File: config.mk
export PLATFORM = sky130hd
export DESIGN_NAME = hilo_muldiv_ctrl_flat
export DESIGN_NICKNAME = d
export VERILOG_FILES = /design/src/rtl/hilo_muldiv_ctrl_if.sv /design/src/rtl/hilo_muldiv_ctrl.sv /design/src/flat_wrapper.sv
export SDC_FILE = /design/constraint.sdc
export NUM_CORES = 2
export LEC_CHECK = 0
export ABC_AREA = 1
export BUFFER_PORTS_ARGS = -buffer_cell sky130_fd_sc_hd__buf_2
export CAP_MARGIN = 20
export CORE_MARGIN = 1
export CORE_UTILIZATION = 50
export DETAILED_ROUTE_END_ITERATION = 7
export GPL_ROUTABILITY_DRIVEN = 0
export PLACE_DENSITY = 0.66
export SYNTH_ARGS = -nofsm -noshare
export SYNTH_HDL_FRONTEND = slang
export SYNTH_SLANG_ARGS = --single-unit
File: constraint.sdc
create_clock -name clk -period 19.2 [get_ports clk]
set_input_delay 5.76 -clock clk [delete_from_list [all_inputs] [get_ports clk]]
set_output_delay 5.76 -clock clk [all_outputs]
set_load 0.01 [all_outputs]
File: src/rtl/hilo_muldiv_ctrl_if.sv
// EX-stage <-> HI/LO sequencer bus: op issue, flush, stall/done handshake and
// the architectural {HI,LO} read port.
interface hilo_muldiv_ctrl_if;
  logic        start;
  logic [2:0]  op;
  logic [31:0] a;
  logic [31:0] b;
  logic        flush;
  logic        stall;
  logic        done;
  logic [63:0] hilo;
  logic [31:0] busy_cnt;

  modport master (
    output start, op, a, b, flush,
    input  stall, done, hilo, busy_cnt
  );

  modport slave (
    input  start, op, a, b, flush,
    output stall, done, hilo, busy_cnt
  );
endinterface

File: src/rtl/hilo_muldiv_ctrl.sv
// Multi-cycle mult/div sequencer owning the HI/LO pair; stalls EX until HI/LO is final.
// Optional stall-cycle counter on busy_cnt when HILO_BUSY_CNT_EN is defined.
module hilo_muldiv_ctrl #(
  parameter int unsigned MUL_CYCLES = 4
) (
  input logic               clk,
  input logic               rst,
  hilo_muldiv_ctrl_if.slave bus
);

  typedef enum logic [1:0] {S_IDLE, S_MUL, S_DIV, S_DONE} state_e;

  typedef enum logic [2:0] {
    OP_NOP  = 3'd0, OP_MULT = 3'd1, OP_MULTU = 3'd2, OP_DIV  = 3'd3,
    OP_DIVU = 3'd4, OP_MTHI = 3'd5, OP_MTLO  = 3'd6, OP_NOP7 = 3'd7
  } op_e;

  typedef struct packed {
    logic [31:0] rem;
    logic [31:0] quo;
  } div_t;

  // The start cycle counts toward latency, so busy states run one cycle short.
  localparam logic [4:0] MUL_LOAD = (MUL_CYCLES > 1) ? 5'(MUL_CYCLES - 2) : 5'd0;
  localparam logic [4:0] DIV_LOAD = 5'd30;

  function automatic logic [63:0] mul64(input logic [31:0] x, input logic [31:0] y,
                                        input logic sgn);
    logic [63:0] xe;
    logic [63:0] ye;
    xe = {{32{sgn & x[31]}}, x};
    ye = {{32{sgn & y[31]}}, y};
    return xe * ye;
  endfunction

  function automatic logic [31:0] abs32(input logic [31:0] v, input logic sgn);
    return (sgn && v[31]) ? -v : v;
  endfunction

  // One restoring-division step: shift in the next dividend bit, subtract if it fits.
  function automatic div_t div_step(input logic [31:0] rem, input logic [31:0] quo,
                                    input logic [31:0] dvs);
    logic [32:0] sh;
    logic [32:0] diff;
    div_t        r;
    sh   = {rem, quo[31]};
    diff = sh - {1'b0, dvs};
    if (!diff[32]) begin
      r.rem = diff[31:0];
      r.quo = {quo[30:0], 1'b1};
    end else begin
      r.rem = sh[31:0];
      r.quo = {quo[30:0], 1'b0};
    end
    return r;
  endfunction

  state_e      state_q, state_d;
  logic [4:0]  cnt_q, cnt_d;
  logic        sgn_q, sgn_d;
  logic        q_neg_q, q_neg_d;
  logic        r_neg_q, r_neg_d;
  logic [31:0] a_q, a_d;    // multiplicand, or dividend/quotient shift register
  logic [31:0] b_q, b_d;    // multiplier, or |divisor|
  logic [31:0] rem_q, rem_d;
  logic [63:0] hilo_q, hilo_d;
  logic        stall_c;
  logic        done_c;
  logic        stall_o;

  op_e         op_in;
  logic        op_sgn;
  logic [31:0] a_abs;
  logic [31:0] b_abs;
  logic        in_div;
  div_t        step;

  assign op_in  = op_e'(bus.op);
  assign op_sgn = (op_in == OP_MULT) || (op_in == OP_DIV);
  assign a_abs  = abs32(bus.a, op_sgn);
  assign b_abs  = abs32(bus.b, op_sgn);
  assign in_div = (state_q == S_DIV);
  assign step   = in_div ? div_step(rem_q, a_q, b_q) : div_step(32'd0, a_abs, b_abs);

  // NOTE: every always_comb output gets a default first, so no path can infer a latch.
  always_comb begin
    state_d = state_q;
    cnt_d   = cnt_q;
    sgn_d   = sgn_q;
    q_neg_d = q_neg_q;
    r_neg_d = r_neg_q;
    a_d     = a_q;
    b_d     = b_q;
    rem_d   = rem_q;
    hilo_d  = hilo_q;
    stall_c = 1'b0;
    done_c  = 1'b0;

    unique case (state_q)
      S_IDLE, S_DONE: begin
        done_c  = (state_q == S_DONE);
        state_d = S_IDLE;
        if (bus.start && !bus.flush) begin
          unique case (op_in)
            OP_MTHI: hilo_d[63:32] = bus.a;
            OP_MTLO: hilo_d[31:0]  = bus.a;
            OP_MULT, OP_MULTU: begin
              stall_c = 1'b1;
              sgn_d   = op_sgn;
              a_d     = bus.a;
              b_d     = bus.b;
              if (MUL_CYCLES == 1) begin
                hilo_d  = mul64(bus.a, bus.b, op_sgn);
                state_d = S_DONE;
              end else begin
                cnt_d   = MUL_LOAD;
                state_d = S_MUL;
              end
            end
            OP_DIV, OP_DIVU: begin
              stall_c = 1'b1;
              if (bus.b == 32'd0) begin
                hilo_d  = {bus.a, 32'hFFFF_FFFF};
                state_d = S_DONE;
              end else begin
                q_neg_d = op_sgn & (bus.a[31] ^ bus.b[31]);
                r_neg_d = op_sgn & bus.a[31];
                rem_d   = step.rem;
                a_d     = step.quo;
                b_d     = b_abs;
                cnt_d   = DIV_LOAD;
                state_d = S_DIV;
              end
            end
            default: ;
          endcase
        end
      end

      S_MUL: begin
        stall_c = 1'b1;
        if (bus.flush) begin
          state_d = S_IDLE;
        end else if (cnt_q == 5'd0) begin
          hilo_d  = mul64(a_q, b_q, sgn_q);
          state_d = S_DONE;
        end else begin
          cnt_d = cnt_q - 5'd1;
        end
      end

      S_DIV: begin
        stall_c = 1'b1;
        if (bus.flush) begin
          state_d = S_IDLE;
        end else if (cnt_q == 5'd0) begin
          hilo_d  = {r_neg_q ? -step.rem : step.rem, q_neg_q ? -step.quo : step.quo};
          state_d = S_DONE;
        end else begin
          rem_d = step.rem;
          a_d   = step.quo;
          cnt_d = cnt_q - 5'd1;
        end
      end

      default: state_d = S_IDLE;
    endcase
  end

  // NOTE: sequential state uses non-blocking assignments only.
  always_ff @(posedge clk or posedge rst) begin
    if (rst) begin
      state_q <= S_IDLE;
      cnt_q   <= '0;
      sgn_q   <= 1'b0;
      q_neg_q <= 1'b0;
      r_neg_q <= 1'b0;
      a_q     <= '0;
      b_q     <= '0;
      rem_q   <= '0;
      hilo_q  <= '0;
    end else begin
      state_q <= state_d;
      cnt_q   <= cnt_d;
      sgn_q   <= sgn_d;
      q_neg_q <= q_neg_d;
      r_neg_q <= r_neg_d;
      a_q     <= a_d;
      b_q     <= b_d;
      rem_q   <= rem_d;
      hilo_q  <= hilo_d;
    end
  end

  // stall is partly combinational from start, so reset must gate it directly.
  assign stall_o  = stall_c & ~rst;
  assign bus.stall = stall_o;
  assign bus.done  = done_c;
  assign bus.hilo  = hilo_q;

`ifdef HILO_BUSY_CNT_EN
  logic [31:0] busy_cnt_q;

  always_ff @(posedge clk or posedge rst) begin
    if (rst) begin
      busy_cnt_q <= '0;
    end else if (stall_o) begin
      busy_cnt_q <= busy_cnt_q + 32'd1;
    end
  end

  assign bus.busy_cnt = busy_cnt_q;
`else
  assign bus.busy_cnt = '0;
`endif

endmodule
File: src/flat_wrapper.sv
// flat-port wrapper written by rule: the top's interface ports become plain ports
module hilo_muldiv_ctrl_flat 
#(
  parameter int unsigned MUL_CYCLES = 4
)
  (clk, rst, bus_start, bus_op, bus_a, bus_b, bus_flush, bus_stall, bus_done, bus_hilo, bus_busy_cnt);
  hilo_muldiv_ctrl_if bus_i ();
  input logic clk;
  input logic rst;
  input wire logic [$bits(bus_i.start)-1:0] bus_start;
  input wire logic [$bits(bus_i.op)-1:0] bus_op;
  input wire logic [$bits(bus_i.a)-1:0] bus_a;
  input wire logic [$bits(bus_i.b)-1:0] bus_b;
  input wire logic [$bits(bus_i.flush)-1:0] bus_flush;
  output wire logic [$bits(bus_i.stall)-1:0] bus_stall;
  output wire logic [$bits(bus_i.done)-1:0] bus_done;
  output wire logic [$bits(bus_i.hilo)-1:0] bus_hilo;
  output wire logic [$bits(bus_i.busy_cnt)-1:0] bus_busy_cnt;
  assign bus_i.start = bus_start;
  assign bus_i.op = bus_op;
  assign bus_i.a = bus_a;
  assign bus_i.b = bus_b;
  assign bus_i.flush = bus_flush;
  assign bus_stall = bus_i.stall;
  assign bus_done = bus_i.done;
  assign bus_hilo = bus_i.hilo;
  assign bus_busy_cnt = bus_i.busy_cnt;
  hilo_muldiv_ctrl #(.MUL_CYCLES(MUL_CYCLES)) u_core (.clk(clk), .rst(rst), .bus(bus_i));
endmodule
==> run summary <==
Critical path class: in -> out. TritonCTS created 17 clock buffers. For the final routed database, the setup TNS stands at 0 ns. The worst register-to-register path ends at u_core.bus.hilo[58]. Critical path startpoint category: an input pin. The number of sinks handled by clock tree synthesis is 170. Predominant post-synthesis flop cell: sky130_fd_sc_hd__dfrtp_1. The post-synthesis sequential element count is 170, and the wire length of the first global-routing pass is 270 mm. The count of flip-flops with a built-in enable after synthesis is 0, and the remaining global-route overflow is 0. The run finished, with violations left. Final count of hold timing violations: 0.

Once the floorplan was initialized, standard cells occupied 50.6% of the core. The tools report the utilization after layout as 52.7%. In the global route stage, overall resource usage came out at 31.4%. The core region area came out at 108000 µm². After clock tree synthesis, the flow added hold-fix buffers numbering 0.

The chip width works out to 332 µm. TritonCTS built the clock tree. The post-CTS setup repair buffer count was 0; the normalized max-slew margin was 27.7%. The net count of the finished layout is 8643. The run gives 7317 as the instance count of the mapped netlist. The mean cell area of the mapped netlist came out at 7.44 µm². The worst setup path is captured at an output port. Post-cts sizing count: 0. The tools report the largest clock skew in the final design as 0.0205 ns.

The logs give 0 for the final max-slew violation count and 0 for the reported max-cap violation count. The total wire length after detailed routing was 169 mm; the via count normalized by instance count was 5.50. For this run, the detailed router's first-pass iteration total came to 8.

For the initial antenna violation count, the log shows 8. Row generation in the floorplan step produced 120 rows. sky130_fd_sc_hd__nand2_1 is the most common cell in the netlist.

The routed layout has 47.4k vias. Clock latency on the worst-skew pair, taken at its later pin, is 0.47 ns. In the post-synthesis netlist, the biggest area contributors are sky130_fd_sc_hd__fa_1 (41%), sky130_fd_sc_hd__nand2_1 (13%), sky130_fd_sc_hd__inv_1 (13%). The origin of the worst min-delay path is u_core.cnt_q[0].

The critical path arrival is 7.39 ns. The die covers 110000 µm². The number of global-route vias before repair was 48.0k; the share of final-layout standard cells stronger than drive strength 1 was 4.87%.

The number of distinct library cells after synthesis was 59; the area overhead of the layout relative to synthesis was 3.97%. For flop-to-flop paths, the worst setup slack is 9.38 ns. The biggest area contributor in the post-synthesis netlist is sky130_fd_sc_hd__fa_1. The worst path setup slack after routing was 6.05 ns. The smallest clock period supported by the final layout is computed as 13.15 ns.

Summed over its instances, the top area cell type makes up 41.4% of the synthesized netlist area. The final reports fail on design-rule violations. The number of instances on the worst hold path is 1, and the count of input and output buffers is 136. STA puts the critical path data required time at 13.44 ns. The run gives 1 as the DRC violations left. The H-tree was split into 4 levels.

The worst min-delay path category is reg -> reg. The path with the worst hold slack has its endpoint at u_core.cnt_q[0]. Clock-pin slew was measured on the worst setup and hold paths at 0.08 ns. The count of boundary I/O pins is 169. The tree is rooted in a sky130_fd_sc_hd__clkbuf_16. The timing-limited maximum frequency was 0.0761 GHz. Setup repair after global routing left no endpoint under its margin. The worst register-to-register path begins at u_core.a_q[31]. Ranked by instance count, the synthesized netlist is headed by sky130_fd_sc_hd__nand2_1 (1869), sky130_fd_sc_hd__inv_1 (1862), sky130_fd_sc_hd__fa_1 (1126). For this run, the number of Yosys warnings is 0. The share of the clock period used by the worst path after layout was 68.5%; the DRC marker count from the first detailed-route iteration was 4656.

The HPWL after detailed placement is 137 mm. The tools report the startpoint of the worst setup timing path as bus_op[0]. The buffer levels on the longest clock path is 2, and the fraction of synthesis flops using an asynchronous set or reset pin is 100%.

The slew at the pin closest to its max-slew limit was 1.08 ns; the worst reg-to-reg path cell count was 30. Timing analysis after detailed placement gives a worst setup slack of 6.07 ns. In this run the cell area of the synthesized design comes to 54400 µm². The die is 332 µm tall. The average routed wire per standard cell came out at 19.6 µm.

In this run the worst path has a maximum fanout of 46. The number of nets with antenna violations after routing is 0. For the register area share after synthesis, the log shows 7.81%.

Entering global routing, the biggest net connects 91 pins. Setup violations remaining at the end of the flow were counted as 0.
## per-layer routing
metal | share of wire [%] | vias up | global-route usage, %
li1 | - | 21100 | -
met1 | 40 | 23500 | 42.9
met2 | 45 | 2341 | 49.1
met3 | 9.6 | 401 | 5.07
met4 | 5.2 | 4 | 14.2
met5 | 0.017 | - | 0
## registers in the layout, summed over array words and instances, names as in the netlist
signal / count
u_core.r_neg_q: 1
u_core.rem_q: 32
u_core.sgn_q: 1
u_core.a_q: 32
u_core.bus.hilo: 64
u_core.state_q: 2
u_core.cnt_q: 5
u_core.q_neg_q: 1
u_core.b_q: 32
## cell families (layout without fill, tap and decap cells)
| kind of cell | count (synthesis) | count (layout) | share of synthesized area [%] |
|---|---|---|---|
| fa+ha+maj | 1382 | 1382 | 47.3 |
| simple gates | 2661 | 2661 | 19.9 |
| compound gates | 760 | 760 | 7.86 |
| flops | 170 | 170 | 7.81 |
| other cells | 1 | 37 | 0.00689 |
| buf+inv | 2283 | 2138 | 16.1 |
| xor+xnor | 60 | 60 | 0.965 |
## worst max path at each step
stage | cells past startpoint | slack, ns | to
after CTS | 9 | 6.07 | bus_stall
after floorplan | 7 | 6.33 | bus_stall
after global routing | 9 | 5.88 | bus_stall
after global placement | 9 | 6.06 | bus_stall
final | 9 | 6.05 | bus_stall
after detailed placement | 9 | 6.07 | bus_stall
## cells in the final DEF (no fill, tap or decap), types with 10 or more instances in the layout
cell type                   synthesis  final
sky130_fd_sc_hd__nand2_1         1869   1869
sky130_fd_sc_hd__inv_1           1862   1860
sky130_fd_sc_hd__fa_1            1126   1126
sky130_fd_sc_hd__nor2_1           344    344
sky130_fd_sc_hd__o21ai_0          320    320
sky130_fd_sc_hd__nand3_1          278    278
sky130_fd_sc_hd__ha_1             256    255
sky130_fd_sc_hd__a21oi_1          249    248
sky130_fd_sc_hd__dfrtp_1          170    168
sky130_fd_sc_hd__buf_2             11    136
sky130_fd_sc_hd__buf_4             35     94
sky130_fd_sc_hd__o211ai_1          54     54
sky130_fd_sc_hd__nand4_1           43     43
sky130_fd_sc_hd__xnor2_1           32     32
sky130_fd_sc_hd__conb_1             1     32
sky130_fd_sc_hd__nor3_1            29     29
sky130_fd_sc_hd__xor2_1            28     28
sky130_fd_sc_hd__nand3b_1          21     21
sky130_fd_sc_hd__o21ai_1           20     20
sky130_fd_sc_hd__a31oi_1           19     19
sky130_fd_sc_hd__clkbuf_16          0     17
sky130_fd_sc_hd__nand2_2           16     16
sky130_fd_sc_hd__nor2_2            14     14
sky130_fd_sc_hd__or2_2             14     14
sky130_fd_sc_hd__o21bai_1          13     13
sky130_fd_sc_hd__o31ai_1           10     10
sky130_fd_sc_hd__o311ai_0          10     10
sky130_fd_sc_hd__o21a_1            10     10
## area by class of cell
| class | instances | area, µm² |
|---|---|---|
| Clock buffer | 19 | 433 |
| Antenna cell | 5 | 12.5 |
| Clock inverter | 13 | 134 |
| Sequential cell | 170 | 4260 |
| Timing Repair Buffer | 232 | 1440 |
| Fill cell | 10400 | 50900 |
| Inverter | 1874 | 7040 |
| Multi-Input combinational cell | 4895 | 41500 |
| Tap cell | 1403 | 1760 |
## worst max-delay path: stages
cell	delay [ns]
sky130_fd_sc_hd__buf_2	0.11
sky130_fd_sc_hd__inv_1	0.10
sky130_fd_sc_hd__nor2_4	0.16
sky130_fd_sc_hd__nand2_1	0.11
sky130_fd_sc_hd__nand2_1	0.07
sky130_fd_sc_hd__buf_4	0.42
sky130_fd_sc_hd__clkinv_1	0.17
sky130_fd_sc_hd__a311oi_1	0.30
sky130_fd_sc_hd__buf_2	0.18
## metrics by stage
stage,hold WS (ns),std cells,instance area [µm²]
floorplan,0.443,7348,54600
global placement,0.455,8571,56000
detailed placement,0.461,8573,56000
CTS,0.476,8605,56600
global route,0.502,8611,56600
finish,0.478,8611,56600
Power is not shown: default switching activity piles up to over one toggle a cycle in this logic, so the estimate is an artifact.
